$ cat config.mk
export PLATFORM = sky130hd
export DESIGN_NAME = fm_op_sched
export DESIGN_NICKNAME = d
export VERILOG_FILES = /design/src/rtl/fm_pkg.sv /design/src/rtl/fm_sat_cnt16.sv /design/src/rtl/fm_op_sched.sv
export SDC_FILE = /design/constraint.sdc
export NUM_CORES = 1
export LEC_CHECK = 0
export ABC_AREA = 1
export BUFFER_PORTS_ARGS = -buffer_cell sky130_fd_sc_hd__buf_2
export CAP_MARGIN = 10
export CORE_MARGIN = 3
export CORE_UTILIZATION = 40
export CTS_BUF_LIST = sky130_fd_sc_hd__clkbuf_8
export DETAILED_ROUTE_END_ITERATION = 6
export REMOVE_ABC_BUFFERS = 1
export SLEW_MARGIN = 10
export SYNTH_ARGS = -nofsm -noshare
export SYNTH_HDL_FRONTEND = slang
export SYNTH_HIERARCHICAL = 1
export SYNTH_SLANG_ARGS = --single-unit
$ cat constraint.sdc
create_clock -name clk -period 3.2 [get_ports clk]
set_input_delay 0.16 -clock clk [delete_from_list [all_inputs] [get_ports clk]]
set_output_delay 0.16 -clock clk [all_outputs]
set_load 0.005 [all_outputs]
$ cat src/rtl/fm_pkg.sv
// Shared definitions for the FM generator core: scheduler state encoding and
// default geometry used by the operator pipeline and the register block.
package fm_pkg;

  localparam logic [1:0] ST_IDLE  = 2'd0;
  localparam logic [1:0] ST_WRITE = 2'd1;
  localparam logic [1:0] ST_RUN   = 2'd2;

  localparam int FM_NUM_OPS = 16;
  localparam int FM_OP_CYC  = 4;
  localparam int FM_PW      = 32;

endpackage

$ cat src/rtl/fm_sat_cnt16.sv
// 16-bit event counter with synchronous clear; SATURATE selects holding at
// 0xFFFF instead of wrapping.
module fm_sat_cnt16 #(
  parameter bit SATURATE = 1'b0
) (
  input  logic        clk,
  input  logic        reset,
  input  logic        clr,
  input  logic        inc,
  output logic [15:0] cnt
);

  always_ff @(posedge clk or posedge reset) begin
    if (reset) begin
      cnt <= '0;
    end else if (clr) begin
      cnt <= '0;
    end else if (inc && !(SATURATE && (cnt == 16'hFFFF))) begin
      cnt <= cnt + 16'd1;
    end
  end

endmodule

$ cat src/rtl/fm_op_sched.sv
// Per-sample frame scheduler for the operator pipeline; also serialises
// parameter RAM commits so they only land between frames.
module fm_op_sched
  import fm_pkg::*;
#(
  parameter int NUM_OPS = FM_NUM_OPS,
  parameter int OP_CYC  = FM_OP_CYC,
  parameter int PW      = FM_PW,
  parameter int AW      = $clog2(NUM_OPS)
) (
  input  logic          clk,
  input  logic          reset,
  input  logic          samp_ena,
  input  logic          wr_req,
  input  logic [AW-1:0] wr_op,
  input  logic [PW-1:0] wr_data,
  input  logic          trig_in,
  input  logic          clr_err,
  output logic [AW-1:0] op_idx,
  output logic          op_valid,
  output logic          op_first,
  output logic          op_last,
  output logic          ram_we,
  output logic [AW-1:0] ram_waddr,
  output logic [PW-1:0] ram_wdata,
  output logic          gate,
  output logic          wr_busy,
  output logic          wr_err,
  output logic [31:0]   diag
);

  localparam int SW = (OP_CYC > 1) ? $clog2(OP_CYC) : 1;
  localparam logic [SW-1:0] SLOT_LAST = SW'(OP_CYC - 1);
  localparam logic [AW-1:0] OP_LAST   = AW'(NUM_OPS - 1);

  logic [1:0]    state, state_nx;
  logic [SW-1:0] slot;
  logic [AW-1:0] pend_op;
  logic [PW-1:0] pend_data;
  logic          start_pend;
  logic          wr_take, wr_drop, wr_pend_eff, frame_done, run_enter;
  logic [15:0]   frame_cnt, overrun_cnt;

  // The commit is retired in the cycle ram_we is high, so that cycle can
  // already accept a fresh request and no longer counts as pending.
  assign wr_take     = wr_req && (!wr_busy || ram_we);
  assign wr_drop     = wr_req && wr_busy && !ram_we;
  assign wr_pend_eff = (wr_busy && !ram_we) || wr_take;
  assign frame_done  = (state == ST_RUN) && (slot == SLOT_LAST) && (op_idx == OP_LAST);

  always_comb begin
    state_nx = state;
    case (state)
      ST_IDLE: begin
        if (wr_pend_eff)                state_nx = ST_WRITE;
        else if (samp_ena || start_pend) state_nx = ST_RUN;
      end
      ST_WRITE: state_nx = ST_IDLE;
      ST_RUN:   if (frame_done) state_nx = ST_IDLE;
      default:  state_nx = ST_IDLE;
    endcase
  end

  assign run_enter = (state != ST_RUN) && (state_nx == ST_RUN);

  always_ff @(posedge clk or posedge reset) begin
    if (reset) begin
      state      <= ST_IDLE;
      slot       <= '0;
      op_idx     <= '0;
      op_valid   <= 1'b0;
      op_first   <= 1'b0;
      op_last    <= 1'b0;
      ram_we     <= 1'b0;
      ram_waddr  <= '0;
      ram_wdata  <= '0;
      gate       <= 1'b0;
      wr_busy    <= 1'b0;
      wr_err     <= 1'b0;
      pend_op    <= '0;
      pend_data  <= '0;
      start_pend <= 1'b0;
    end else begin
      state  <= state_nx;
      ram_we <= (state == ST_WRITE);
      if (state == ST_WRITE) begin
        ram_waddr <= pend_op;
        ram_wdata <= pend_data;
      end

      if (wr_take) begin
        pend_op   <= wr_op;
        pend_data <= wr_data;
        wr_busy   <= 1'b1;
      end else if (ram_we) begin
        wr_busy <= 1'b0;
      end

      if (clr_err)      wr_err <= 1'b0;
      else if (wr_drop) wr_err <= 1'b1;

      if (run_enter)                         start_pend <= 1'b0;
      else if (samp_ena && state != ST_RUN)  start_pend <= 1'b1;

      if (run_enter) begin
        op_valid <= 1'b1;
        op_idx   <= '0;
        slot     <= '0;
        op_first <= 1'b1;
        op_last  <= 1'b0;
        gate     <= trig_in;
      end else if (state == ST_RUN) begin
        op_first <= 1'b0;
        if (frame_done) begin
          op_valid <= 1'b0;
          op_last  <= 1'b0;
          op_idx   <= '0;
          slot     <= '0;
        end else if (slot == SLOT_LAST) begin
          slot    <= '0;
          op_idx  <= op_idx + 1'b1;
          op_last <= ((op_idx + 1'b1) == OP_LAST) && (SLOT_LAST == '0);
        end else begin
          slot    <= slot + 1'b1;
          op_last <= (op_idx == OP_LAST) && ((slot + 1'b1) == SLOT_LAST);
        end
      end
    end
  end

  fm_sat_cnt16 #(.SATURATE(1'b0)) u_frame_cnt (
    .clk   (clk),
    .reset (reset),
    .clr   (1'b0),
    .inc   (frame_done),
    .cnt   (frame_cnt)
  );

  fm_sat_cnt16 #(.SATURATE(1'b1)) u_overrun_cnt (
    .clk   (clk),
    .reset (reset),
    .clr   (clr_err),
    .inc   (samp_ena && (state == ST_RUN)),
    .cnt   (overrun_cnt)
  );

  assign diag = {overrun_cnt, frame_cnt};

endmodule

==> flow_summary_export.csv <==
group,metric,value,unit
critical_path,critPathRequiredTime,3560,ps
die,core_area,13400,µm²
logic_synthesis,yosys_register_bits,120,
power,irDropWorstVdd,0.337,mV
cts,numCtsBuffers,17,
logic_synthesis,syn-cell-area,5550,µm²
critical_path,critPathLaunchType,"flop",
die,num_rows,42,
cts,cts_setup_buffers,0,
logic_synthesis,async_flop_share,1.00,
sta,fin_ws,1370,ps
placement,port_buffers,120,
logic_synthesis,ys_types,33,
logic_synthesis,synth_ff_type,"dfrtp_1",
critical_path,crit_arrival,2190,ps
cts,cts.sinks,120,
die,die_area,15300,µm²
sta,hold_violations,0,
sta,fin_crit,1830,ps
layout,finish.utilization,0.531,
placement,dp_hpwl,9050,µm
die,dieWidth,124,µm
critical_path,slowest_delay,420,ps
logic_synthesis,synth_cells,666,
power,p_per_area,718,nW/µm²
placement,dp_slack,1370,ps
outcome,outcome,"completed",
die,die_h,124,µm
detailed_routing,drcViolationCount,0,
sta,fin_tns_setup,0,ps
logic_synthesis,synth.avg_cell_area,8.33,µm²
grt,grt_pass1_wl,21800,µm
detailed_routing,routedWlPerCell,12.9,µm
critical_path,critPathMaxFanout,8,
layout,layout.nets,880,
logic_synthesis,ys_top_cells_by_count,"nand2_1, dfrtp_1, inv_1",
placement,place_congestion,0.833,
logic_synthesis,synth_area_leaders,"dfrtp_1, nand2_1, nand3_1",
layout,diodes,0,
grt,grtUsageTotal,0.181,
critical_path,crit_start,"op_idx[0]$_DFFE_PP0P_",
placement,dpl.cell_count,950,
die,ios,121,
sta,tightest_slew,934,ps
detailed_routing,drt-initial-drc-count,244,
sta,post-route-period-util,0.572,
logic_synthesis,ys_warn_count,6,
critical_path,crit_slowest_cell,"dfrtp_1",
sta,report.final.slew_viol_count,0,
detailed_routing,dr.pass1.iters,4,
critical_path,r2r_start,"op_idx[0]$_DFFE_PP0P_",
sta,fin_skew,10.1,ps
cts,hold_buffers,40,
critical_path,cp-end-kind,"flop",
layout,fin_cells,1021,
cts,clk_path_buf_depth,2,
sta,setup-violations-final,0,
critical_path,critPathKind,"flop to flop",
logic_synthesis,yosysMostFrequentCell,"nand2_1",
cts,cts.clk_slew.worst_paths,70,ps
min_path,hold_class,"input pin to flop",
layout,syn_to_final_growth,28.1,%
cts,clk_latency,430,ps
cts,cts_resized,0,
detailed_routing,viasPerCell,4.73,
die,start_util,0.414,
detailed_routing,vias,4833,
grt,antenna_found_initial,0,
grt,gr-total-overflow,0,
cts,root_buffer,"clkbuf_8",
layout,drive_gt1_frac,0.231,
sta,rsz0062_at_grt,"no",
critical_path,cp_cell_sequence,"ha_1, nand3_1, nor2_2, nor2_4, nor2_4, nand3_1, nand2_1, nand2_1, nor2_1",
power,power.leakage,3.78,nW
grt,grt_pass1_vias,4642,
cts,htreeDepth,4,
flow_run,maxCapViolCount,0,
logic_synthesis,synth-edff-count,0,
detailed_routing,wl,13200,µm
sta,fmax,547,MHz
cts,cts_tree,"done",
grt,grt_max_degree,53,
min_path,hold_start,"wr_req",
sta,slew-limit-headroom,0.375,
detailed_routing,ant_nets,0,
logic_synthesis,ys_seq_area_frac,0.541,
logic_synthesis,synth.largest_area_cell,"dfrtp_1",
logic_synthesis,yosys.area.top_type_share,0.541,
[through the flow]
step | power [mW] | area, µm² | hold WS, ps
2_1_floorplan | 3.16 | 5460 | 73.7
3_3_place_gp | 3.72 | 6320 | 312
3_5_place_dp | 3.79 | 6320 | 322
6_report | 5.10 | 7110 | 233
5_1_grt | 5.51 | 7110 | 240
4_1_cts | 5.20 | 7110 | 191
[registers in the layout, summed over array words and instances (netlist names), 2 cells and up]
signal             count
u_overrun_cnt/cnt     16
ram_waddr              4
op_idx                 4
pend_data             32
pend_op                4
u_frame_cnt/cnt       16
state                  2
ram_wdata             32
slot                   2
[layout by cell type, fill, tap and decap left out]
cell           count
nor3_1             5
nor2_2            13
nor3b_1            1
buf_4              4
nand2_2            8
buf_2            120
xor2_1             3
xnor2_1            2
dfrtp_1          120
bufinv_16          2
a31oi_1            3
nand2_4            2
clkinv_2           3
a211oi_1           1
a21oi_2            1
clkinv_1           2
conb_1             5
o21ai_1           21
nand4_1           15
or2_1              1
clkinvlp_4         3
dlygate4sd3_1     40
inv_1             64
nand3_4            1
nor2_1            58
ha_1               5
nor2_8             2
inv_2              3
clkbuf_8          21
nand2_1          218
nand3b_1           1
o21ai_0            6
nor2_4             9
nand3_1           52
nand3_2            3
a21oi_1           27
[worst max-delay path: cells and delay by family (launching register included)]
family                     cells  cell delay, ps
DFF                            1             420
adders and majority gates      1             210
and+or+nand+nor                8            1130
[kinds of logic (layout without fill, tap and decap cells)]
| family | after synthesis | in the layout | share of synthesized area |
|---|---|---|---|
| AND/OR/NAND/NOR | 389 | 389 | 0.321 |
| flip-flops | 120 | 120 | 0.541 |
| buffers and inverters | 87 | 262 | 0.0636 |
| AO/OA/AOI/OAI | 59 | 59 | 0.0550 |
| adder cells (fa/ha/maj) | 5 | 5 | 0.0113 |
| XOR/XNOR | 5 | 5 | 0.00789 |
| other | 1 | 5 | 0.000676 |
[worst paths after layout]
kind	to	slack, ps	depth (start not counted)
worst max-delay path	u_frame_cnt/cnt[11]$_DFFE_PP0P_	1370	9
worst min-delay path	pend_op[3]$_DFFE_PP0P_	230	3
worst max register to register	u_frame_cnt/cnt[11]$_DFFE_PP0P_	1370	9
worst min register to register	ram_wdata[17]$_DFFE_PP0P_	470	2
max in group asynchronous	ram_wdata[6]$_DFFE_PP0P_	1980	4
min in group asynchronous	u_frame_cnt/cnt[12]$_DFFE_PP0P_	410	3
[power by group]
part / internal [mW] / switching [mW] / total [mW] / leakage, nW
clock network: 0.759 / 0.576 / 1.33 / 0.203
registers: 2.02 / 0.266 / 2.29 / 1.51
logic: 0.574 / 0.906 / 1.48 / 2.06
total: 3.36 / 1.75 / 5.10 / 3.78
[metal layers]
| metal | part of all wire | wire length (µm) | track usage | vias up |
|---|---|---|---|---|
| li1 | - | - | - | 2437 |
| met1 | 0.45 | 5940 | 0.231 | 2259 |
| met2 | 0.48 | 6320 | 0.295 | 116 |
| met3 | 0.047 | 621 | 0.0413 | 21 |
| met4 | 0.022 | 285 | 0.0768 | 0 |
| met5 | 0 | 0 | 0 | - |
[final cells by class]
class	count	area, µm²
fillers	1286	6290
flip-flops and latches	120	3000
multi-input cells	463	2210
repair buffers	164	1030
clock buffers	21	289
inverters	67	253
well taps	176	220
clock inverters	10	104
Note: power is estimated with default switching activity, not from simulation.
